[src/rtl/spiflash_reader.sv]
// Single-SPI word reader: READ (0x03) + 24-bit address, 32 data bits in, little-endian word out.
// Optional power-up 0xAB release-from-deep-power-down sequence when SPIFLASH_WAKEUP_EN is defined.
module spiflash_reader #(
  parameter int CLK_DIV   = 1,
  parameter int WAKE_WAIT = 48
) (
  input  logic        clk,
  input  logic        resetn,
  input  logic        valid,
  output logic        ready,
  input  logic [23:0] addr,
  output logic [31:0] rdata,
  output logic        flash_csb,
  output logic        flash_clk,
  output logic        flash_mosi,
  input  logic        flash_miso
);

  localparam logic [2:0] ST_IDLE      = 3'd0;
  localparam logic [2:0] ST_SHIFT_OUT = 3'd1;
  localparam logic [2:0] ST_SHIFT_IN  = 3'd2;
  localparam logic [2:0] ST_DONE      = 3'd3;
  localparam logic [2:0] ST_GAP       = 3'd4;
`ifdef SPIFLASH_WAKEUP_EN
  localparam logic [2:0] ST_WAKE_CMD  = 3'd5;
  localparam logic [2:0] ST_WAKE_WAIT = 3'd6;
  localparam logic [2:0] ST_RESET     = ST_WAKE_CMD;
`else
  localparam logic [2:0] ST_RESET     = ST_IDLE;
`endif

  localparam int DIV_W   = (CLK_DIV > 1) ? $clog2(CLK_DIV) : 1;
  localparam int CNT_MAX = (WAKE_WAIT > 2 * CLK_DIV) ? WAKE_WAIT : 2 * CLK_DIV;
  localparam int CNT_W   = $clog2(CNT_MAX + 1);

  localparam logic [DIV_W-1:0] DIV_LAST = DIV_W'(CLK_DIV - 1);
  localparam logic [CNT_W-1:0] GAP_LAST = CNT_W'(2 * CLK_DIV - 2);
`ifdef SPIFLASH_WAKEUP_EN
  localparam logic [CNT_W-1:0] WAKE_LAST = CNT_W'(WAKE_WAIT - 1);
  localparam logic [31:0]      WAKE_WORD = 32'hAB00_0000;
`endif

  logic [2:0]       state;
  logic [DIV_W-1:0] div_cnt;
  logic [5:0]       bit_cnt;
  logic [CNT_W-1:0] wait_cnt;
  logic [31:0]      tx_sreg;
  logic [31:0]      rx_sreg;
  logic [31:0]      cmd_word;
  logic             sck_run;
  logic             tick;

  // Low address bits are masked so every request fetches an aligned word.
  assign cmd_word = {8'h03, addr & 24'hFF_FFFC};

  always_comb begin
    sck_run = 1'b0;
    case (state)
      ST_SHIFT_OUT: sck_run = 1'b1;
      ST_SHIFT_IN:  sck_run = (bit_cnt != 6'd32);
`ifdef SPIFLASH_WAKEUP_EN
      ST_WAKE_CMD:  sck_run = !flash_csb;
`endif
      default:      sck_run = 1'b0;
    endcase
  end

  assign tick = sck_run && (div_cnt == DIV_LAST);

  // NOTE: every register below updates with <= so all of them see pre-edge values in the same cycle.
  always_ff @(posedge clk or negedge resetn) begin
    if (!resetn) begin
      div_cnt <= '0;
    end else if (!sck_run || tick) begin
      div_cnt <= '0;
    end else begin
      div_cnt <= div_cnt + 1'b1;
    end
  end

  always_ff @(posedge clk or negedge resetn) begin
    if (!resetn) begin
      state      <= ST_RESET;
      bit_cnt    <= '0;
      wait_cnt   <= '0;
      tx_sreg    <= '0;
      rx_sreg    <= '0;
      rdata      <= '0;
      ready      <= 1'b0;
      flash_csb  <= 1'b1;
      flash_clk  <= 1'b0;
      flash_mosi <= 1'b0;
    end else begin
      ready <= 1'b0;
      case (state)
        ST_IDLE: begin
          if (valid) begin
            tx_sreg    <= cmd_word;
            flash_mosi <= cmd_word[31];
            flash_csb  <= 1'b0;
            flash_clk  <= 1'b0;
            bit_cnt    <= '0;
            state      <= ST_SHIFT_OUT;
          end
        end

        ST_SHIFT_OUT: begin
          if (tick) begin
            flash_clk <= ~flash_clk;
            // Mode 0: the flash samples on the rising edge, so new data moves on the falling one.
            if (flash_clk) begin
              if (bit_cnt == 6'd31) begin
                bit_cnt    <= '0;
                flash_mosi <= 1'b0;
                state      <= ST_SHIFT_IN;
              end else begin
                bit_cnt    <= bit_cnt + 6'd1;
                tx_sreg    <= tx_sreg << 1;
                flash_mosi <= tx_sreg[30];
              end
            end
          end
        end

        ST_SHIFT_IN: begin
          if (bit_cnt == 6'd32) begin
            state <= ST_DONE;
          end else if (tick) begin
            flash_clk <= ~flash_clk;
            if (!flash_clk) begin
              rx_sreg <= {rx_sreg[30:0], flash_miso};
            end else begin
              bit_cnt <= bit_cnt + 6'd1;
            end
          end
        end

        ST_DONE: begin
          // First byte received sits in rx_sreg[31:24] and belongs in the low byte of the word.
          rdata     <= {rx_sreg[7:0], rx_sreg[15:8], rx_sreg[23:16], rx_sreg[31:24]};
          ready     <= 1'b1;
          flash_csb <= 1'b1;
          flash_clk <= 1'b0;
          wait_cnt  <= '0;
          state     <= ST_GAP;
        end

        ST_GAP: begin
          if (wait_cnt == GAP_LAST) begin
            state <= ST_IDLE;
          end else begin
            wait_cnt <= wait_cnt + 1'b1;
          end
        end

`ifdef SPIFLASH_WAKEUP_EN
        ST_WAKE_CMD: begin
          if (flash_csb) begin
            tx_sreg    <= WAKE_WORD;
            flash_mosi <= WAKE_WORD[31];
            flash_csb  <= 1'b0;
            flash_clk  <= 1'b0;
            bit_cnt    <= '0;
          end else if (tick) begin
            flash_clk <= ~flash_clk;
            if (flash_clk) begin
              if (bit_cnt == 6'd7) begin
                flash_csb  <= 1'b1;
                flash_mosi <= 1'b0;
                wait_cnt   <= '0;
                state      <= ST_WAKE_WAIT;
              end else begin
                bit_cnt    <= bit_cnt + 6'd1;
                tx_sreg    <= tx_sreg << 1;
                flash_mosi <= tx_sreg[30];
              end
            end
          end
        end

        ST_WAKE_WAIT: begin
          if (wait_cnt == WAKE_LAST) begin
            state <= ST_IDLE;
          end else begin
            wait_cnt <= wait_cnt + 1'b1;
          end
        end
`endif

        default: state <= ST_IDLE;
      endcase
    end
  end

endmodule

[config.mk]
export PLATFORM = sky130hd
export DESIGN_NAME = spiflash_reader
export DESIGN_NICKNAME = d
export VERILOG_FILES = /design/src/rtl/spiflash_reader.sv
export SDC_FILE = /design/constraint.sdc
export NUM_CORES = 1
export LEC_CHECK = 0
export CAP_MARGIN = 5
export CORE_MARGIN = 1
export CORE_UTILIZATION = 55
export DETAILED_ROUTE_END_ITERATION = 7
export GPL_TIMING_DRIVEN = 0
export PLACE_DENSITY = 0.85
export SYNTH_ARGS = -nofsm -noshare
export SYNTH_HDL_FRONTEND = slang
export SYNTH_SLANG_ARGS = --single-unit
export TNS_END_PERCENT = 30
[constraint.sdc]
create_clock -name clk -period 2.1 [get_ports clk]
set_input_delay 0.21 -clock clk [delete_from_list [all_inputs] [get_ports clk]]
set_output_delay 0.21 -clock clk [all_outputs]
set_load 0.05 [all_outputs]
## Yosys cells after proc, flatten, opt, wreduce, memory -nomap -nowiden

Index checks and enable logic that the tools add are counted.

| word-level totals | value |
|---|---|
| input port bits | 28 |
| word-level logic and storage cells | 87 |
| bits in registers | 115 |
| output and inout port bits | 36 |

| operators by class | value |
|---|---|
| mux-type cells | 34 |
| equality and inequality tests | 18 |
| bitwise operators | 3 |
| add/sub/neg operators | 3 |
| reduce and logical (&&, ||, !) cells | 18 |

Operators with widths:

| cell | count |
|---|---|
| 31-bit two-way mux | 4 |
| 31-bit one-hot mux with 2 select lines | 1 |
| 6-bit two-way mux | 8 |
| 2-bit inequality test (second input constant) | 11 |
| 3-bit two-way mux | 6 |
| 6-bit one-hot mux with 3 select lines | 1 |
| 3-bit one-hot mux with 5 select lines | 1 |
| 6-bit by 1-bit adder with 6-bit output (second input constant) | 2 |
| 6-bit one-hot mux with 2 select lines | 1 |
| 1-bit two-way mux | 8 |
| 4-bit AND reduction | 2 |
| 7-bit AND reduction | 1 |
| 3-bit by 2-bit equality test with 1-bit output (second input constant) | 2 |
| 6-bit by 5-bit equality test with 1-bit output (second input constant) | 1 |
| 6-bit equality test (second input constant) | 1 |
| 6-bit zero test | 1 |
| 6-bit inequality test (second input constant) | 1 |
| 1-bit one-hot mux with 2 select lines | 3 |
| 6-bit AND reduction | 1 |
| 2-bit nonzero test | 3 |
| 5-bit AND reduction | 1 |
| 1-bit one-hot mux with 4 select lines | 1 |
| 2-bit AND reduction | 2 |
| 4-bit nonzero test | 1 |
| other kinds (10) | 12 |

## Depth between registers and ports, before layout

Gate-level depths: netlist (run 1).

| logic depth | value |
|---|---|
| depth after elaboration | 6 |
| gate-level depth with buffers | 7 |
| gate-level depth less buffers | 6 |

## Worst setup path after synthesis (run 1)

OpenSTA, ideal clock, no wires.

| timing | value |
|---|---|
| path type | flip-flop to flip-flop |
| start point | register flash_clk |
| end point | register tx_sreg[10] |
| setup time | 0.125 ns |
| data required time | 1.975 ns |
| cell stages (with the launch flop) | 6 |
| slack | 0.112 ns |
| data arrival time | 1.863 ns |
| period minus slack after synthesis | 1.988 ns |
| buffers on the path | 1 |
| cells stage by stage | dfrtp_1 > and3b_1 > o21ai_4 > a21oi_2 > buf_6 > mux2_4 |

| between the ends | value |
|---|---|
| cells in the longest elaborated chain, start to end | 2 |

Ends and longest elaborated chain:

| what | RTL line | RTL |
|---|---|---|
| start: declaration | 14 | `output logic flash_clk,` |
| start signal: assignment | 109 | `flash_clk <= ~flash_clk;` |
| start signal: assignment | 129 | `flash_clk <= ~flash_clk;` |
| 2-bit inequality test (no source line) | n/a |  |
| 5-bit AND reduction (no source line) | n/a |  |
| end signal: assignment | 98 | `tx_sreg <= cmd_word;` |
| end signal: assignment | 118 | `tx_sreg <= tx_sreg << 1;` |
| end: declaration | 47 | `logic [31:0] tx_sreg;` |

Every way passes these cells.
A chain may end at the register's enable or synchronous reset.

## Worst setup path after layout (run 1)

| timing | value |
|---|---|
| start point | register state[1] |
| end point | register tx_sreg[7] |

| between the ends | value |
|---|---|
| cells in the longest elaborated chain, start to end | 5 |
| elaborated cells between the ends (all ways) | 12 |
| those cells by class | 6 x eq/ne; 2 x mux; 4 x reduce/logical |

Ends and longest elaborated chain:

| what | RTL line | RTL |
|---|---|---|
| start: declaration | 43 | `logic [2:0] state;` |
| start signal: assignment | 83 | `state <= ST_RESET;` |
| start signal: assignment | 103 | `state <= ST_SHIFT_OUT;` |
| start signal: assignment | 115 | `state <= ST_SHIFT_IN;` |
| 3-bit by 2-bit equality test with 1-bit output / 3-bit by 1-bit equality test with 1-bit output (equally long branches) | 58, 95 |  |
| 1-bit one-hot mux with 2 select lines | 58 | `case (state)` |
| 1-bit logical AND | 68 | `assign tick = sck_run && (div_cnt == DIV_LAST);` |
| 2-bit inequality test (no source line) | n/a |  |
| 5-bit AND reduction (no source line) | n/a |  |

Parallel ways exist; a longest one is shown, timed or not.

==> out/summary.txt, run 1 <==
status = finished, violations left
failing checks = design-rule violations
Mapped Avg Cell Area = 12.0 µm²
largest cells by area after synthesis = dfrtp_1 (55%), mux2_2 (12%), nand2_1 (7.8%)
Synth top area share = 55.4%
Crit path largest cell delay = 370 ps
buffers and inverters on the worst path = 2
DR iter-0 viols = 117
IO buf count = 61
final wirelength = 9.98 mm
delay-heaviest family, CP = multiplexers
Period minus WS final = 2020 ps
GRT busiest layer = met2
Clock Skew = 11.7 ps
Final Util = 73.4%
Layout area overhead = 27.7%
Relative slew margins = 64.0%
post-route antenna net violation count = 0
final layout net count = 537
initial antenna violation count = 0
largest net degree at the start of global routing = 74
Die Ht = 97.9 µm
vias post-DR = 3373
YS warnings = 0
VDD IR-drop max = 0.000722 V
Remaining Overflow, GRT = 0
met1 GRT Util = 29.2%
largest family of logic cells by synthesized area = multiplexers
crit path kind = reg -> reg
Worst EP required = 2490 ps
Fmax = 495 MHz
Mapped Cells = 421
LEAKAGE = 3.20 nW
Inst Count DP = 591
die area = 0.00959 mm²
Arr. time, crit path = 2410 ps
post-synthesis sequential area ratio = 55.9%
number of I/O pins = 64
GP Congestion = 0.780
die span in x = 97.9 µm
htree depth = 4
Initial Utilization = 57.5%
max_cap viols = 0
drt first pass iters = 6
#FFs+latches synth = 113
slowest CP cell = mux2_2
Max Slew Vio Count = 0
hpwl dp = 6.64 mm
Power Density = 1020 mW/mm²
# fillers = 599
Row Count = 34
Hold Slack = 228 ps
ys flop type = dfrtp_1
worst-path cell chain = buf_2, nand2b_1, nor2_1, buf_2, mux2_2, mux2_4
# diodes = 0
Post-route DRC = 7
GR Layer Usage met3 = 6.01%
Post-Synth XOR/XNOR Area = 0.519%
Max FO, Critical Path = 10
clock sinks = 113
worst-margin pin slew = 539 ps
Hold Crit Class = in -> async
Critical Path Most Common Cell = buf_2
mux cell area share after synthesis = 18.0%
Syn Nets = 453
period utilization = 96.2%
Post-Synth Adder-Cell Area = 0.989%
Root Buffer = clkbuf_8
final cell count without fillers = 626
Post-synth EDFFs = 0
vias per std cell = 5.39
RSZ-0062 raised after global routing = true
first-pass GRT wire length = 17.1 mm
Synth Area in Compound Gates = 6.65%
GRT Util Overall = 23.0%
TritonCTS clock tree = built
setup violators final = 0
wire per inst = 15.9 µm
post-synthesis simple-gate area fraction = 14.4%
post-synth cell types = 61
Worst-Skew Late Latency = 510 ps
Worst setup SP type = flip-flop
clock slew at reported path FFs = 60 ps
Synth area leader = dfrtp_1
maximum buffer depth of the clock tree = 2
Setup TNS Final = 0 ps
core area = 0.00881 mm²
critical path endpoint category = flip-flop
M2 GR Usage = 38.4%
via count of the first global-routing pass = 3588
Async SR Flop Fraction = 100%
CTS Buf Count = 17
Mapped Area = 0.00506 mm²
share of cells above drive strength 1 = 27.0%
final hold viol count = 0
==> per-stage QoR <==
step / area (µm²) / total power [mW] / setup WS [ps]
floorplan: 5060 / 3.46 / 112
global placement: 5810 / 3.69 / -3350
detailed placement: 5830 / 3.76 / 26.4
CTS: 6430 / 6.60 / -2.97
global route: 6460 / 6.86 / -0.198
finish: 6460 / 6.56 / 79.4
==> cell usage after synthesis, types with 3 or more instances <==
| library cell | count |
|---|---|
| dfrtp_1 | 112 |
| nand2_1 | 105 |
| mux2_2 | 54 |
| mux2_4 | 18 |
| nor2_1 | 17 |
| inv_1 | 11 |
| a22o_1 | 10 |
| buf_2 | 8 |
| nand3_1 | 7 |
| buf_6 | 6 |
| o21ai_0 | 6 |
| clkbuf_1 | 4 |
| ha_1 | 4 |
| a21oi_1 | 3 |
==> worst register-to-register path, stage by stage, from the launching register on <==
cell and delay, ps:
dfrtp_1 360, buf_2 160, nand2b_1 240, nor2_1 240, buf_2 290, mux2_2 370
mux2_4 250
==> layer usage <==
layer	wire, µm	share of wire (%)
met3	449	4.5
met4	118	1.2
met5	0	0
met2	5090	51
met1	4330	43
==> repair_timing <==
action	in CTS	in global routing
resized for setup	2	2
hold endpoints to repair	39	0
hold buffers	1	0
endpoints found under the setup margin	4	32
pin swaps	0	1
buffers inserted	0	2
==> power by group <==
part	internal (mW)	total, mW	switching (mW)
combinational	0.633	1.12	0.489
sequential	2.44	2.62	0.182
clock	1.77	2.82	1.05
total	4.84	6.56	1.72
==> placed cells by master, fill, tap and decap left out, types with 2 or more instances in the layout <==
cell / instances
inv_6: 5
mux2_4: 18
dlygate4sd2_1: 2
inv_1: 11
buf_2: 7
xor2_1: 2
clkbuf_16: 16
nand2b_1: 2
and3b_1: 2
a22o_1: 10
nor4_4: 2
mux2i_1: 2
buf_6: 6
clkinv_4: 4
nor2b_1: 2
and2b_1: 2
and3_1: 2
a2bb2oi_1: 2
ha_1: 4
bufinv_16: 2
o21ai_0: 6
clkinv_2: 2
dfrtp_1: 112
buf_4: 4
mux2_2: 54
a21oi_1: 3
nor2_1: 17
clkbuf_1: 4
clkdlybuf4s50_1: 58
nand2_1: 105
nand3_1: 7
clkbuf_8: 3
==> flip-flops by register name, summed over array words and instances (netlist names) <==
register	cells
bit_cnt	6
div_cnt	1
flash_clk	1
flash_csb	1
flash_mosi	1
rdata	32
ready	1
rx_sreg	32
state	3
tx_sreg	29
wait_cnt	6
==> path summary, 6_finish.rpt <==
| check | depth (start not counted) | slack [ps] | startpoint | endpoint |
|---|---|---|---|---|
| worst max-delay path | 6 | 80 | state[1] | tx_sreg[7] |
| worst min-delay path | 2 | 230 | resetn | bit_cnt[5] |
| worst max register to register | 6 | 80 | state[1] | tx_sreg[7] |
| worst min register to register | 2 | 480 | rdata[27] | rdata[27] |
| max in group asynchronous | 3 | 1160 | resetn | wait_cnt[5] |
| min in group clk | 2 | 310 | flash_miso | rx_sreg[0] |
==> final cells by class <==
class                      instances  area [µm²]  share of cell area [%]
buffer                            19         133                    2.05
clock buffer                      19         442                    6.83
clock inverter                    13         149                    2.30
inverter                          12        45.0                   0.697
multi-input combinational        277        2070                    32.1
sequential                       113        2830                    43.8
tap                              108         135                    2.09
timing repair buffer              65         658                    10.2
==> cells by family (layout without fill, tap and decap cells) <==
| family | Yosys count | in the layout |
|---|---|---|
| and+or+nand+nor | 154 | 154 |
| AOI/OAI and AO/OA | 40 | 40 |
| adders and majority gates | 4 | 4 |
| xor gates and xnor gates | 3 | 3 |
| DFF | 113 | 113 |
| other | 1 | 1 |
| muxes | 75 | 75 |
| buffers and inverters | 31 | 128 |
No activity file was read; power rests on OpenSTA's default activity.
==> run 2, diff against run 1 <==
--- a/config.mk
+++ b/config.mk
@@ -6,11 +6,12 @@
 export NUM_CORES = 1
 export LEC_CHECK = 0
 export CAP_MARGIN = 5
+export CORE_ASPECT_RATIO = 1.1
 export CORE_MARGIN = 1
-export CORE_UTILIZATION = 55
+export CORE_UTILIZATION = 35
 export DETAILED_ROUTE_END_ITERATION = 7
 export GPL_TIMING_DRIVEN = 0
-export PLACE_DENSITY = 0.85
+export PLACE_DENSITY = 0.61
 export SYNTH_ARGS = -nofsm -noshare
 export SYNTH_HDL_FRONTEND = slang
 export SYNTH_SLANG_ARGS = --single-unit
==> run 2 against run 1 <==
The flow now finishes without violations. Worst setup slack improved by 9.4 ps. Clock-buffer cell count did not move. Clock power fell by 3%. Design area rose by 1.3%. Power fell by 1.7%. Critical path type unchanged. Critical endpoint is now rx_sreg[27].
==> out/summary.txt, run 2 (synthesized netlist as in run 1, its figures left out) <==
max_cap viols = 0 (unchanged)
largest net degree at the start of global routing = 61 (-18%)
Initial Utilization = 36.2% (-21 points)
vias per std cell = 4.69 (-13%)
Period minus WS final = 2010 ps (-9.42 ps)
final layout net count = 538 (+0.19%)
Power Density = 985 mW/mm² (-3.0%)
commonest non-fill, non-tap cell in the layout = dfrtp_1
RR Startpoint = bit_cnt[0]
# diodes = 0 (unchanged)
DR iter-0 viols = 85 (-27%)
Reg2Reg Setup Slack = 90 ps (about the same)
setup violators final = 0 (unchanged)
status = completed
initial antenna violation count = 0 (unchanged)
Post-route DRC = 0 (-7)
clock sinks = 113 (unchanged)
die span in x = 117 µm (+19%)
IO buf count = 61 (unchanged)
Die Ht = 128 µm (+31%)
design area = 0.00655 mm² (+1.3%)
Final Util = 46.9% (-27 points)
Hold Crit Class = in -> async
Remaining Overflow, GRT = 0 (unchanged)
# fillers = 1333 (+120%)
Worst EP required = 2390 ps (-100 ps)
first-pass GRT wire length = 17.2 mm (+0.29%)
crit path kind = reg -> reg
share of cells above drive strength 1 = 27.0% (-0.052 points)
top flop regs = rdata x32, rx_sreg x32, tx_sreg x29
Row Count = 45 (+32%)
Fmax = 497 MHz (+0.47%)
core area = 0.0140 mm² (+59%)
GP Congestion = 0.782 (+0.27%)
Worst setup SP type = flip-flop
Layout area overhead = 29.4%
via count of the first global-routing pass = 3576 (-0.33%)
RR Endpoint = rx_sreg[27]
final hold viol count = 0 (unchanged)
hpwl dp = 6.44 mm (-3.1%)
htree depth = 4 (unchanged)
R2R cell count = 8 (+2)
Setup TNS Final = 0 ps (unchanged)
vias post-DR = 3317 (-1.7%)
critical path endpoint category = flip-flop
wire per inst = 13.8 µm (-13%)
multi-input logic area = 0.00206 mm² (-0.79%)
Inst Count DP = 671 (+14%)
Max FO, Critical Path = 10 (unchanged)
Max Slew Vio Count = 0 (unchanged)
Reg area = 0.00283 mm² (unchanged)
final wirelength = 9.77 mm (-2.2%)
Arr. time, crit path = 2300 ps (-110 ps)
GRT Util Overall = 14.7% (-8.3 points)
die area = 0.0149 mm² (+56%)
CTS Buf Count = 17 (unchanged)
drt first pass iters = 4 (-2)
most frequent cells in the layout = dfrtp_1 (112), nand2_1 (105), clkdlybuf4s50_1 (59), mux2_2 (54), mux2_4 (18)
Worst-Skew Late Latency = 410 ps (-100 ps)
worst-margin pin slew = 720 ps (+181 ps)
TritonCTS clock tree = built
period utilization = 95.8% (-0.45 points)
number of I/O pins = 64 (unchanged)
Root Buffer = clkbuf_16
post-route antenna net violation count = 0 (unchanged)
maximum buffer depth of the clock tree = 2 (unchanged)
VDD IR-drop max = 0.000582 V (-19%)
placed inst area = 0.00593 mm² (+1.7%)
Relative slew margins = 52.0% (-12 points)
clock slew at reported path FFs = 60 ps (about the same)
final cell count without fillers = 707 (+13%)
LEAKAGE = 3.18 nW (-0.83%)
Clock Skew = 8.10 ps (-3.60 ps)
-- run 2: changes by cell type in the layout (fill, tap and decap cells not counted), sizes merged --
cell	delta
clkinvlp	+6
dlygate4sd2	-2
bufinv	-1
clkinv	-5
dlymetal6s2s	+1
clkbuf	+1
clkdlybuf4s50	+1
-- run 2: critical path: stages, from the launching register on --
cell       delay [ps]
dfrtp_1           370
inv_1              70
ha_1              200
nand4bb_1         190
o21bai_2          120
nor4_4            260
buf_4             180
buf_6             150
mux2_2            340
-- run 2: final cells by class --
cell class / instances / share of cell area [%]
Sequential cell: 113 / 43.2
Tap cell: 188 / 3.59
Multi-Input combinational cell: 277 / 31.4
Clock inverter: 13 / 1.97
Clock buffer: 19 / 6.77
Buffer: 19 / 2.06
Timing Repair Buffer: 66 / 10.2
Inverter: 12 / 0.745
-- run 2: power breakdown --
group          total, mW  internal [mW]  switching (mW)
Sequential          2.60           2.44           0.169
Clock               2.74           1.68            1.06
Combinational       1.10          0.629           0.472
-- run 2: through the flow --
stage                     total power, mW  hold WS [ps]  setup slack, ps
after floorplan                      3.46         -85.6              112
after global placement               3.70           459            -3460
after detailed placement             3.75           313             37.3
after CTS                            6.53           420             21.7
after global routing                 6.76           451            -17.4
final                                6.45           409             88.8
-- run 2: worst max path at each step --
stage               slack (ps)           to  cells past startpoint       start
global route               -20  rx_sreg[18]                      8  bit_cnt[1]
CTS                         20  tx_sreg[21]                      6    state[1]
floorplan                  110  tx_sreg[10]                      5   flash_clk
detailed placement          40   tx_sreg[9]                      6       valid
finish                      90  rx_sreg[27]                      8  bit_cnt[0]
global placement         -3460   bit_cnt[4]                      1      resetn
-- run 2: metal layers --
layer | routed length (µm) | GRT usage (%) | share of wire, % | vias to the layer above
met5 | 0 | 0 | 0 | -
met4 | 214 | 6.18 | 2.2 | 0
met3 | 463 | 4.40 | 4.7 | 20
met2 | 4450 | 22.7 | 46 | 62
met1 | 4650 | 19.2 | 48 | 1630
li1 | - | - | - | 1605
-- run 2: repair_timing --
item / CTS / global route
hold buffers: 1 / 0
gates resized for setup: 0 / 4
endpoints found under the hold margin: 52 / 0
endpoints found under the setup margin: 0 / 50
setup buffers: 0 / 3
==> run 3, diff against run 2 <==
--- a/config.mk
+++ b/config.mk
@@ -12,6 +12,7 @@
 export DETAILED_ROUTE_END_ITERATION = 7
 export GPL_TIMING_DRIVEN = 0
 export PLACE_DENSITY = 0.61
+export SLEW_MARGIN = 20
 export SYNTH_ARGS = -nofsm -noshare
 export SYNTH_HDL_FRONTEND = slang
 export SYNTH_SLANG_ARGS = --single-unit
==> run 3 against run 2 <==
Register-to-register slack better by 20 ps. Sequential share of layout area is 0.43 points lower. Final cell count is 0.28% lower. Clock power is 12% higher. Non-clock buffer count is 1 lower. Design area is 1.0% higher. Critical path type is now reg -> out. Highest routed layer unchanged.
==> out/summary.txt, run 3 (synthesized netlist as in run 1, its figures left out) <==
RR Endpoint = rx_sreg[27]
largest net degree at the start of global routing = 61 (unchanged)
IO buf count = 61 (unchanged)
Remaining Overflow, GRT = 0 (unchanged)
Worst setup SP type = flip-flop
max_cap viols = 0 (unchanged)
worst-margin pin slew = 532 ps (-188 ps)
Die Ht = 128 µm (unchanged)
via count of the first global-routing pass = 3602 (+0.73%)
Hold Crit Class = in -> async
total power = 6.79 mW (+5.3%)
Final Util = 47.4% (+0.47 points)
Final WS setup = 63.7 ps (-25.1 ps)
final wirelength = 9.82 mm (+0.52%)
first-pass GRT wire length = 17.4 mm (+1.3%)
Reg2Reg Setup Slack = 110 ps (+20 ps)
vias per std cell = 4.72 (+0.62%)
GRT Util Overall = 14.9% (+0.18 points)
Max Slew Vio Count = 0 (unchanged)
wire per inst = 13.9 µm (+0.81%)
Setup TNS Final = 0 ps (unchanged)
slowest CP cell = clkdlybuf4s50_1
status = completed
Period minus WS final = 2040 ps (+25.1 ps)
period utilization = 97.0% (+1.2 points)
maximum buffer depth of the clock tree = 2 (unchanged)
die span in x = 117 µm (unchanged)
setup violators final = 0 (unchanged)
crit path kind = reg -> out
GP Congestion = 0.782 (unchanged)
Relative slew margins = 64.4% (+12 points)
post-route antenna net violation count = 0 (unchanged)
TritonCTS clock tree = built
Arr. time, crit path = 1830 ps (-470 ps)
top flop regs = rdata x32, rx_sreg x32, tx_sreg x29
Post-route DRC = 0 (unchanged)
Row Count = 45 (unchanged)
final layout net count = 537 (-0.19%)
commonest non-fill, non-tap cell in the layout = dfrtp_1
Hold Slack = 331 ps (-77.6 ps)
initial antenna violation count = 0 (unchanged)
core area = 0.0140 mm² (unchanged)
worst-path cell chain = clkdlybuf4s50_1
Crit path largest cell delay = 880 ps (+510 ps)
Power Density = 1030 mW/mm² (+4.3%)
DR iter-0 viols = 82 (-3.5%)
Worst-Skew Late Latency = 400 ps (about the same)
htree depth = 4 (unchanged)
critical path endpoint category = output pin
Worst EP required = 1890 ps (-500 ps)
final hold viol count = 0 (unchanged)
delay-heaviest family, CP = buffers and inverters
RR Startpoint = bit_cnt[0]
hpwl dp = 6.44 mm (about the same)
CTS Buf Count = 17 (unchanged)
number of I/O pins = 64 (unchanged)
Clock Skew = 11.6 ps (+3.53 ps)
clock sinks = 113 (unchanged)
clock slew at reported path FFs = 60 ps (about the same)
VDD IR-drop max = 0.000555 V (-4.7%)
LEAKAGE = 3.21 nW (+1.1%)
# diodes = 0 (unchanged)
most frequent cells in the layout = dfrtp_1 (112), nand2_1 (105), clkdlybuf4s50_1 (60), mux2_2 (54), mux2_4 (18)
Layout area overhead = 30.7%
drt first pass iters = 4 (unchanged)
buffers and inverters on the worst path = 1 (-2)
Fmax = 491 MHz (-1.2%)
Max FO, Critical Path = 8 (-2)
Root Buffer = clkbuf_16
die area = 0.0149 mm² (unchanged)
vias post-DR = 3328 (+0.33%)
Initial Utilization = 36.2% (unchanged)
R2R cell count = 8 (unchanged)
share of cells above drive strength 1 = 26.9% (-0.089 points)
post-place setup slack = 41.0 ps (+3.70 ps)
[run 3: worst register-to-register path, delay by kind of cell, from the launching register on]
kind            cells  cell delay [ps]
fa+ha+maj           1              200
mux                 1              340
compound gates      1              120
buf+inv             3              390
simple gates        2              460
flops               1              370
[run 3: worst max path at each step]
stage,from,endpoint,cells after the start
floorplan,flash_clk,tx_sreg[10],5
global placement,resetn,bit_cnt[4],1
detailed placement,valid,tx_sreg[8],6
CTS,state[1],tx_sreg[22],6
global route,bit_cnt[1],rx_sreg[15],8
finish,flash_clk,flash_clk,1
[run 3: what timing repair did]
item / in CTS / in global routing
setup buffers: 0 / 2
endpoints found under the hold margin: 52 / 0
setup endpoints to repair: 0 / 51
hold buffers: 1 / 0
gates resized for setup: 0 / 5
[run 3: through the flow]
step	cell area [µm²]	cells
2_1_floorplan	5060	421
3_3_place_gp	5910	670
3_5_place_dp	5930	671
4_1_cts	6580	703
5_1_grt	6610	705
6_report	6610	705
[run 3: area by class of cell]
| class | count | area [µm²] |
|---|---|---|
| sequential | 113 | 2830 |
| clock inverter | 9 | 154 |
| buffer | 19 | 135 |
| inverter | 12 | 48.8 |
| multi-input combinational | 277 | 2060 |
| clock buffer | 22 | 484 |
| timing repair buffer | 65 | 668 |
| fill | 1320 | 7350 |
| tap | 188 | 235 |
[run 3: layer usage]
layer  share of wire [%]  track usage (%)  routed length (µm)
met1                  48             19.3                4710
met2                  46             23.5                4540
met3                 4.3             4.49                 425
met4                 1.5             5.58                 146
met5                   0                0                   0
[run 3: power by group]
part | switching [mW] | internal (mW) | leakage (nW) | total [mW]
clock network | 0.980 | 2.10 | 0.308 | 3.08
logic | 0.470 | 0.630 | 1.38 | 1.10
registers | 0.173 | 2.44 | 1.52 | 2.61
